File: config.mk
export PLATFORM = sky130hd
export DESIGN_NAME = cpu_sequencer
export DESIGN_NICKNAME = d
export VERILOG_FILES = /design/src/rtl/cpu_pkg.sv /design/src/rtl/cpu_sequencer_tstate.sv /design/src/rtl/cpu_sequencer.sv
export SDC_FILE = /design/constraint.sdc
export NUM_CORES = 1
export LEC_CHECK = 0
export ABC_CLOCK_PERIOD_IN_PS = 7300
export BUFFER_PORTS_ARGS = -buffer_cell sky130_fd_sc_hd__buf_2
export CAP_MARGIN = 20
export CORE_ASPECT_RATIO = 0.7
export CORE_MARGIN = 4
export CORE_UTILIZATION = 51
export DETAILED_ROUTE_END_ITERATION = 16
export GPL_TIMING_DRIVEN = 0
export PLACE_DENSITY_LB_ADDON = 0.15
export SKIP_LAST_GASP = 1
export SYNTH_ARGS = -nofsm -noshare
export SYNTH_HDL_FRONTEND = slang
export SYNTH_HIERARCHICAL = 1
export SYNTH_SLANG_ARGS = --single-unit
File: constraint.sdc
create_clock -name clk -period 7.3 [get_ports clk]
set_input_delay 2.19 -clock clk [delete_from_list [all_inputs] [get_ports clk]]
set_output_delay 2.19 -clock clk [all_outputs]
set_load 0.02 [all_outputs]
File: src/rtl/cpu_pkg.sv
// Shared definitions for the SCAMP control core: flag positions, default
// widths, the decoded control-bit layout and the jump-condition helper.
package cpu_pkg;

  // Bit positions inside the 3-bit flag vector {C,Z,LT}
  localparam int FLAG_C    = 2;
  localparam int FLAG_Z    = 1;
  localparam int FLAG_LT   = 0;
  localparam int NUM_FLAGS = 3;

  // Default datapath geometry of the core
  localparam int DEF_DATA_W   = 16;
  localparam int DEF_T_BITS   = 3;
  localparam int DEF_OPC_BITS = 8;
  localparam int DEF_IMM_BITS = 8;

  // Decoded control word as produced by the microcode decoder, MSB first
  typedef struct packed {
    logic po;
    logic ioh;
    logic iol;
    logic ii;
    logic pp;
    logic rt;
    logic fl;
    logic jc;
    logic jz;
    logic jgt;
    logic jlt;
  } ctrl_t;

  // A jump is taken when any enabled condition matches the registered flags;
  // "greater than" means neither zero nor less-than.
  function automatic logic jump_taken(input logic [NUM_FLAGS-1:0] f,
                                      input logic jc, input logic jz,
                                      input logic jgt, input logic jlt);
    jump_taken = (jc  & f[FLAG_C]) |
                 (jz  & f[FLAG_Z]) |
                 (jlt & f[FLAG_LT]) |
                 (jgt & ~f[FLAG_Z] & ~f[FLAG_LT]);
  endfunction

endpackage

File: src/rtl/cpu_sequencer_tstate.sv
// T-state counter: steps once per unstalled cycle, restarts on rt and flags
// (stickily) any wrap that happened without an explicit restart.
module tstate_counter #(
  parameter int T_BITS = 3
) (
  input  logic              clk_i,
  input  logic              rst_bar_i,
  input  logic              stall_i,
  input  logic              rt_i,
  output logic [T_BITS-1:0] t_o,
  output logic              overflow_o
);

  localparam logic [T_BITS-1:0] T_MAX = '1;

  logic [T_BITS-1:0] t_q, t_d;
  logic              ovf_q, ovf_d;

  // Next T-state: restart, wrap-with-overflow, or plain increment
  always_comb begin
    t_d   = t_q;
    ovf_d = ovf_q;
    if (rt_i) begin
      t_d = '0;
    end else if (t_q == T_MAX) begin
      t_d   = '0;
      ovf_d = 1'b1;
    end else begin
      t_d = t_q + T_BITS'(1);
    end
  end

  // Register update; reset wins over stall, stall freezes everything else
  always_ff @(posedge clk_i) begin
    if (!rst_bar_i) begin
      t_q   <= '0;
      ovf_q <= 1'b0;
    end else if (!stall_i) begin
      t_q   <= t_d;
      ovf_q <= ovf_d;
    end
  end

  assign t_o        = t_q;
  assign overflow_o = ovf_q;

endmodule

File: src/rtl/cpu_sequencer.sv
// SCAMP control core: PC, IR and flag registers, conditional jumps, bus
// driving of PC/immediates and the microcode address {opcode, T}.
module cpu_sequencer
  import cpu_pkg::*;
#(
  parameter int          DATA_W    = DEF_DATA_W,
  parameter int          T_BITS    = DEF_T_BITS,
  parameter int          OPC_BITS  = DEF_OPC_BITS,
  parameter int          IMM_BITS  = DEF_IMM_BITS,
  parameter logic [DATA_W-1:0] RESET_VEC = '0
) (
  input  logic                       clk,
  input  logic                       RST_bar,
  input  logic [DATA_W-1:0]          bus_in,
  output logic [DATA_W-1:0]          bus_out,
  output logic                       bus_oe,
  output logic [OPC_BITS+T_BITS-1:0] uaddr,
  input  logic                       po,
  input  logic                       ioh,
  input  logic                       iol,
  input  logic                       ii,
  input  logic                       pp,
  input  logic                       rt,
  input  logic                       fl,
  input  logic                       jc,
  input  logic                       jz,
  input  logic                       jgt,
  input  logic                       jlt,
  input  logic [NUM_FLAGS-1:0]       alu_flags,
  input  logic                       stall,
  output logic [DATA_W-1:0]          pc,
  output logic [DATA_W-1:0]          ir,
  output logic [T_BITS-1:0]          t,
  output logic [NUM_FLAGS-1:0]       flags,
  output logic                       t_overflow,
  output logic                       bus_conflict
);

  ctrl_t                 ctl;
  logic                  jmp;
  logic [DATA_W-1:0]     pc_q, pc_d;
  logic [DATA_W-1:0]     ir_q, ir_d;
  logic [NUM_FLAGS-1:0]  flags_q, flags_d;

  assign ctl = {po, ioh, iol, ii, pp, rt, fl, jc, jz, jgt, jlt};

  // Jumps look at the registered flags, so an fl in the same cycle has no effect
  assign jmp = jump_taken(flags_q, ctl.jc, ctl.jz, ctl.jgt, ctl.jlt);

  // Next-state for PC, IR and flags; a taken jump overrides the PC increment
  always_comb begin
    pc_d    = pc_q;
    ir_d    = ir_q;
    flags_d = flags_q;
    if (jmp) begin
      pc_d = bus_in;
    end else if (ctl.pp) begin
      pc_d = pc_q + DATA_W'(1);
    end
    if (ctl.ii) begin
      ir_d = bus_in;
    end
    if (ctl.fl) begin
      flags_d = alu_flags;
    end
  end

  // Architectural registers; reset wins over stall, stall freezes the core
  always_ff @(posedge clk) begin
    if (!RST_bar) begin
      pc_q    <= RESET_VEC;
      ir_q    <= '0;
      flags_q <= '0;
    end else if (!stall) begin
      pc_q    <= pc_d;
      ir_q    <= ir_d;
      flags_q <= flags_d;
    end
  end

  // Bus source select with po > ioh > iol priority and conflict detection
  always_comb begin
    bus_out = '0;
    if (ctl.po) begin
      bus_out = pc_q;
    end else if (ctl.ioh) begin
      bus_out = {{OPC_BITS{1'b1}}, ir_q[IMM_BITS-1:0]};
    end else if (ctl.iol) begin
      bus_out = {{OPC_BITS{1'b0}}, ir_q[IMM_BITS-1:0]};
    end
    bus_oe       = ctl.po | ctl.ioh | ctl.iol;
    bus_conflict = (ctl.po & ctl.ioh) | (ctl.po & ctl.iol) | (ctl.ioh & ctl.iol);
  end

  tstate_counter #(
    .T_BITS (T_BITS)
  ) u_tstate (
    .clk_i      (clk),
    .rst_bar_i  (RST_bar),
    .stall_i    (stall),
    .rt_i       (ctl.rt),
    .t_o        (t),
    .overflow_o (t_overflow)
  );

  assign uaddr = {ir_q[DATA_W-1 -: OPC_BITS], t};
  assign pc    = pc_q;
  assign ir    = ir_q;
  assign flags = flags_q;

endmodule

==> flow_metrics.py, run 1 <==
metrics = {
    "run_status": {
        "status": "complete, no violations",
    },
    "worst_setup_path": {
        "cpMostUsedCell": "clkbuf_1",
        "path_max_fanout": 10,
        "worstRegToRegCells": 4,
        "cp_slowest_cell": "clkbuf_1",
        "rr_startpoint": "flags[1]$_SDFFE_PN0P_",
        "crit_buf_inv": 3,
        "path_cells": "clkbuf_1 -> clkbuf_1 -> mux2i_1 -> nor2_1 -> buf_2",
        "max_stage_delay_ns": 0.45,
        "reg2reg_slack_ns": 5.07,
        "required_ns": 5.11,
        "endpoint_kind": "output port",
        "cp_data_arrival_time_ns": 3.51,
        "crit_type": "primary input to output port",
        "cp-start-kind": "primary input",
        "crit_family": "buffers and inverters",
        "r2r_end": "pc[10]$_SDFFE_PN0P_",
    },
    "floorplan": {
        "die-area_sq_um": 5558,
        "die_w_um": 87.41,
        "rows": 19,
        "start_util_pct": 55.05,
        "core_area_sq_um": 4089,
        "num_io_pins": 101,
        "dieHeight_um": 63.59,
    },
    "cts": {
        "cts_buffer_depth": 2,
        "cts_made_buffers": 5,
        "cts_sinks": 39,
        "cts-root-buf": "clkbuf_8",
        "htree_levels": 2,
        "cts.clk_slew.worst_paths_ns": 0.08,
        "cts_tree": "yes",
        "clk_latency_ns": 0.29,
        "postCtsResizedCells": 0,
        "hold_buffers": 0,
        "post-cts-setup-buffers": 0,
    },
    "sta": {
        "max_freq_ghz": 0.1755,
        "finalCritPeriodShare_pct": 78.06,
        "whs_ns": 0.4686,
        "final.setup.tns_ns": 0,
        "setup_viol": 0,
        "maxSlewHeadroom_pct": 40.95,
        "fin_crit_ns": 5.699,
        "rsz0062_at_grt": "false",
        "drv_slew": 0,
        "tightest_slew_ns": 0.8857,
        "skew_ns": 0.005503,
        "hold_viol_final": 0,
    },
    "global_routing": {
        "grt_pass1_vias": 2200,
        "antenna_found_initial": 0,
        "overflow": 0,
        "grt_pass1_wl_um": 10210,
        "gr-usage-all-layers_pct": 23.13,
        "grt_max_degree": 12,
    },
    "power": {
        "pwr-share-clk_pct": 27.9,
        "power.switching_mw": 0.1688,
        "vdd_drop_max_mv": 0.1051,
        "internal-power_mw": 0.3420,
        "seq_power_share_pct": 46.7,
        "combPwrFrac_pct": 25.4,
        "p_leak_nw": 1.421,
        "swShare_pct": 33.04,
        "power_density_nw_per_um2": 176.3,
    },
    "finish": {
        "nFillCells": 370,
        "diodes": 0,
        "layout_commonest_cell": "buf_2",
        "multi_input_area_sq_um": 1276,
        "layout_common_cells": "buf_2, nand2_1, dfxtp_1",
        "drive_above_1_share_pct": 32.58,
        "fin_util_pct": 70.87,
        "seqCellArea_sq_um": 780.7,
        "nets": 434,
        "area_delta_synth_final_pct": 28.74,
    },
    "placement": {
        "place_hpwl_um": 4910,
        "gp_congestion": 0.8971,
        "io_buffers": 99,
    },
    "drt": {
        "post_drt_via_cell_ratio": 5.534,
        "vias": 2496,
        "drt_iter0_markers": 193,
        "firstDrtPassIters": 5,
        "routed_wl_um": 6440,
        "antenna_left": 0,
        "drc": 0,
        "wire_per_inst_um": 14.28,
    },
    "synth": {
        "synth_cell_type_count": 49,
        "yosysSeqAreaShare_pct": 34.69,
        "synth_fp_nets": 327,
        "async_reset_ff_share_pct": 0,
        "synthesis.area_sq_um": 2251,
        "synthCells": 291,
        "synth_edf_count": 0,
        "syn_area_per_cell_sq_um": 7.735,
        "yosys_register_bits": 39,
        "ys.flop_type": "dfxtp_1",
        "ys_warn_count": 6,
    },
    "min_path": {
        "min_to": "ir[2]$_SDFFE_PN0P_",
        "hold_start": "ir[2]$_SDFFE_PN0P_",
        "worstHoldPathType": "flip-flop to flip-flop",
        "whs_path_depth": 2,
    },
    "run": {
        "cap_violations": 0,
    },
}
==> cells in the mapped netlist (5+ instances only) <==
cell type,n,area share (%)
dfxtp_1,39,35
nor2_1,14,2.3
o22ai_1,8,2.2
inv_1,5,0.83
nand2_1,67,11
and2_1,6,1.7
clkbuf_1,14,2.3
a21oi_1,27,6.0
nand3_1,7,1.6
mux2i_1,20,8.9
nand4_1,10,2.8
buf_4,11,3.7
==> state kept, by name, indices dropped and copies added, names as in the netlist <==
register / flops
flags: 3
ir: 16
pc: 16
u_tstate/overflow_o: 1
u_tstate/t_o: 3
==> metrics by stage <==
stage                     cell area [sq um]  power [mW]  setup WS [ns]  std cells
after floorplan                        2251      0.3255          1.809        291
after global placement                 2811      0.3707          1.391        442
after detailed placement               2811      0.3727          1.365        442
after CTS                              2893      0.5118          1.368        450
after global routing                   2898      0.5355          1.400        451
final                                  2898      0.5108          1.601        451
==> power groups by stage <==
| stage | sequential [mW] | clock [mW] | combinational, mW |
|---|---|---|---|
| floorplan | 0.254 | 0 | 0.0713 |
| global placement | 0.243 | 0 | 0.128 |
| detailed placement | 0.243 | 0 | 0.130 |
| CTS | 0.238 | 0.144 | 0.130 |
| global route | 0.240 | 0.154 | 0.142 |
| finish | 0.238 | 0.143 | 0.130 |
==> tightest hold or removal path: stages, from the launching register on <==
cell	delay (ns)
dfxtp_1	0.32
nand2_1	0.05
a21oi_1	0.05
==> layout make-up <==
| class | instances | area share (%) |
|---|---|---|
| flip-flops and latches | 39 | 26.94 |
| well taps | 52 | 2.245 |
| clock buffers | 7 | 2.634 |
| inverters | 5 | 0.6477 |
| plain buffers | 31 | 6.045 |
| clock inverters | 1 | 0.1727 |
| multi-input cells | 216 | 44.04 |
| repair buffers | 100 | 17.27 |
==> kinds of logic after synthesis <==
group	after synthesis	synth area share, %
buffers and inverters	36	8.616
AND/OR/NAND/NOR	133	28.52
multiplexers	20	8.894
flip-flops	39	34.69
adder cells (fa/ha/maj)	4	2.112
AO/OA/AOI/OAI	59	17.18
==> per-layer routing <==
layer / up-vias / GRT usage (%) / wire length (um)
met5: - / 0 / 0
met4: 0 / 8.812 / 106
met3: 14 / 4.688 / 576
met2: 116 / 34.40 / 2744
met1: 1129 / 32.55 / 3013
li1: 1237 / - / -
==> how the worst max path moves through the flow <==
stage / slack, ns / to / startpoint / cells after the start
3_5_place_dp: 1.36 / bus_out[6] / po / 4
5_1_grt: 1.40 / bus_out[7] / po / 5
2_1_floorplan: 1.81 / bus_out[6] / po / 4
4_1_cts: 1.37 / bus_out[6] / po / 4
3_3_place_gp: 1.39 / bus_out[6] / po / 4
6_report: 1.60 / bus_out[6] / po / 5
Note: power is estimated with default switching activity, not from simulation.
==> inputs of run 2 (changes only) <==
- ABC_CLOCK_PERIOD_IN_PS: 7300 -> 5900
- CORE_UTILIZATION: 51 -> 47
- clock period: 7.3 -> 5.9 ns (I/O delays scaled with it)
==> flow_metrics.py, run 2 (synthesized netlist as in run 1, its figures left out) <==
metrics = {
    "worst_setup_path": {
        "cp_data_arrival_time_ns": 3.11,
        "reg2reg_slack_ns": 3.56,
        "required_ns": 4.13,
        "crit_type": "primary input to output port",
        "cp-start-kind": "primary input",
        "endpoint_kind": "output port",
        "path_max_fanout": 10,
    },
    "finish": {
        "layout_commonest_cell": "buf_2",
        "diodes": 0,
        "drive_above_1_share_pct": 33.08,
        "nets": 434,
        "layout_common_cells": "buf_2, nand2_1, dfxtp_1",
        "final_cells": 454,
        "multi_input_area_sq_um": 1276,
        "nFillCells": 404,
        "seqCellArea_sq_um": 780.7,
        "area_delta_synth_final_pct": 31.35,
        "design_area_sq_um": 2957,
    },
    "cts": {
        "postCtsResizedCells": 0,
        "cts-root-buf": "clkbuf_8",
        "cts_made_buffers": 5,
        "post-cts-setup-buffers": 0,
        "cts_buffer_depth": 2,
        "hold_buffers": 0,
        "cts_tree": "yes",
        "cts_sinks": 39,
        "clk_latency_ns": 0.30,
        "cts.clk_slew.worst_paths_ns": 0.07,
        "htree_levels": 2,
    },
    "global_routing": {
        "overflow": 0,
        "grt_pass1_vias": 2243,
        "use_met1_pct": 30.74,
        "busiest_layer": "met2",
        "use_met2_pct": 35.36,
        "grt_max_degree": 14,
        "use_met3_pct": 4.209,
        "antenna_found_initial": 0,
        "gr-usage-all-layers_pct": 22.18,
        "grt_pass1_wl_um": 10800,
    },
    "drt": {
        "vias": 2482,
        "routed_wl_um": 6699,
        "drt_iter0_markers": 329,
        "post_drt_via_cell_ratio": 5.467,
        "antenna_left": 0,
        "drc": 0,
        "wire_per_inst_um": 14.76,
        "firstDrtPassIters": 5,
    },
    "sta": {
        "fin_crit_ns": 4.876,
        "tightest_slew_ns": 1.006,
        "maxSlewHeadroom_pct": 32.91,
        "drv_slew": 0,
        "rsz0062_at_grt": "false",
        "finalCritPeriodShare_pct": 82.65,
        "skew_ns": 0.009766,
        "hold_viol_final": 0,
        "final.setup.tns_ns": 0,
        "max_freq_ghz": 0.2051,
        "setup_viol": 0,
        "whs_ns": 0.4672,
        "fin_ws_ns": 1.024,
    },
    "run_status": {
        "status": "complete, no violations",
    },
    "floorplan": {
        "die_w_um": 90.72,
        "rows": 20,
        "num_io_pins": 101,
        "start_util_pct": 50.25,
        "dieHeight_um": 65.90,
        "core_area_sq_um": 4479,
        "die-area_sq_um": 5978,
    },
    "placement": {
        "io_buffers": 99,
        "place_hpwl_um": 5048,
        "place_area_sq_um": 2815,
        "gp_congestion": 0.9019,
        "place_ws_ns": 0.7968,
        "dp_cells": 445,
    },
    "min_path": {
        "worstHoldPathType": "flip-flop to flip-flop",
    },
    "power": {
        "p_leak_nw": 1.443,
        "power_density_nw_per_um2": 245.3,
        "vdd_drop_max_mv": 0.1381,
    },
    "run": {
        "cap_violations": 0,
    },
}
-- run 2: routing by layer --
layer / up-vias / routed length [um]
li1: 1231 / -
met1: 1115 / 3108
met2: 126 / 2891
met3: 10 / 637
met4: 0 / 62
met5: - / 0
-- run 2: worst paths after layout --
path                                       startpoint             endpoint  cells after the start
worst max-delay path                               po           bus_out[6]                      5
worst min-delay path              ir[12]$_SDFFE_PN0P_  ir[12]$_SDFFE_PN0P_                      2
worst max register to register  flags[2]$_SDFFE_PN0P_  pc[10]$_SDFFE_PN0P_                      4
worst min register to register    ir[12]$_SDFFE_PN0P_  ir[12]$_SDFFE_PN0P_                      2
-- run 2: area by class of cell --
cell class	count	share of cell area (%)
sequential	39	26.41
tap	55	2.328
inverter	5	0.6348
timing repair buffer	100	16.93
clock buffer	5	2.328
clock inverter	3	2.285
buffer	31	5.925
multi-input combinational	216	43.17
-- run 2: worst max-delay path, cell delays in order --
cell      delay (ns)
clkbuf_1        0.47
clkbuf_1        0.41
mux2i_1         0.24
nor2_1          0.05
buf_2           0.17
-- run 2: stage by stage --
| stage | utilization [%] | total power, mW |
|---|---|---|
| 2_1_floorplan | - | 0.4028 |
| 3_3_place_gp | 62.85 | 0.4592 |
| 3_5_place_dp | 62.85 | 0.4621 |
| 4_1_cts | 65.89 | 0.7271 |
| 5_1_grt | 66.01 | 0.7580 |
| 6_report | 66.01 | 0.7253 |
-- run 2: power breakdown --
group / total, mW / internal [mW] / switching [mW]
registers: 0.296 / 0.277 / 0.0182
logic: 0.162 / 0.0628 / 0.0990
clock network: 0.268 / 0.169 / 0.0993
total: 0.725 / 0.509 / 0.216
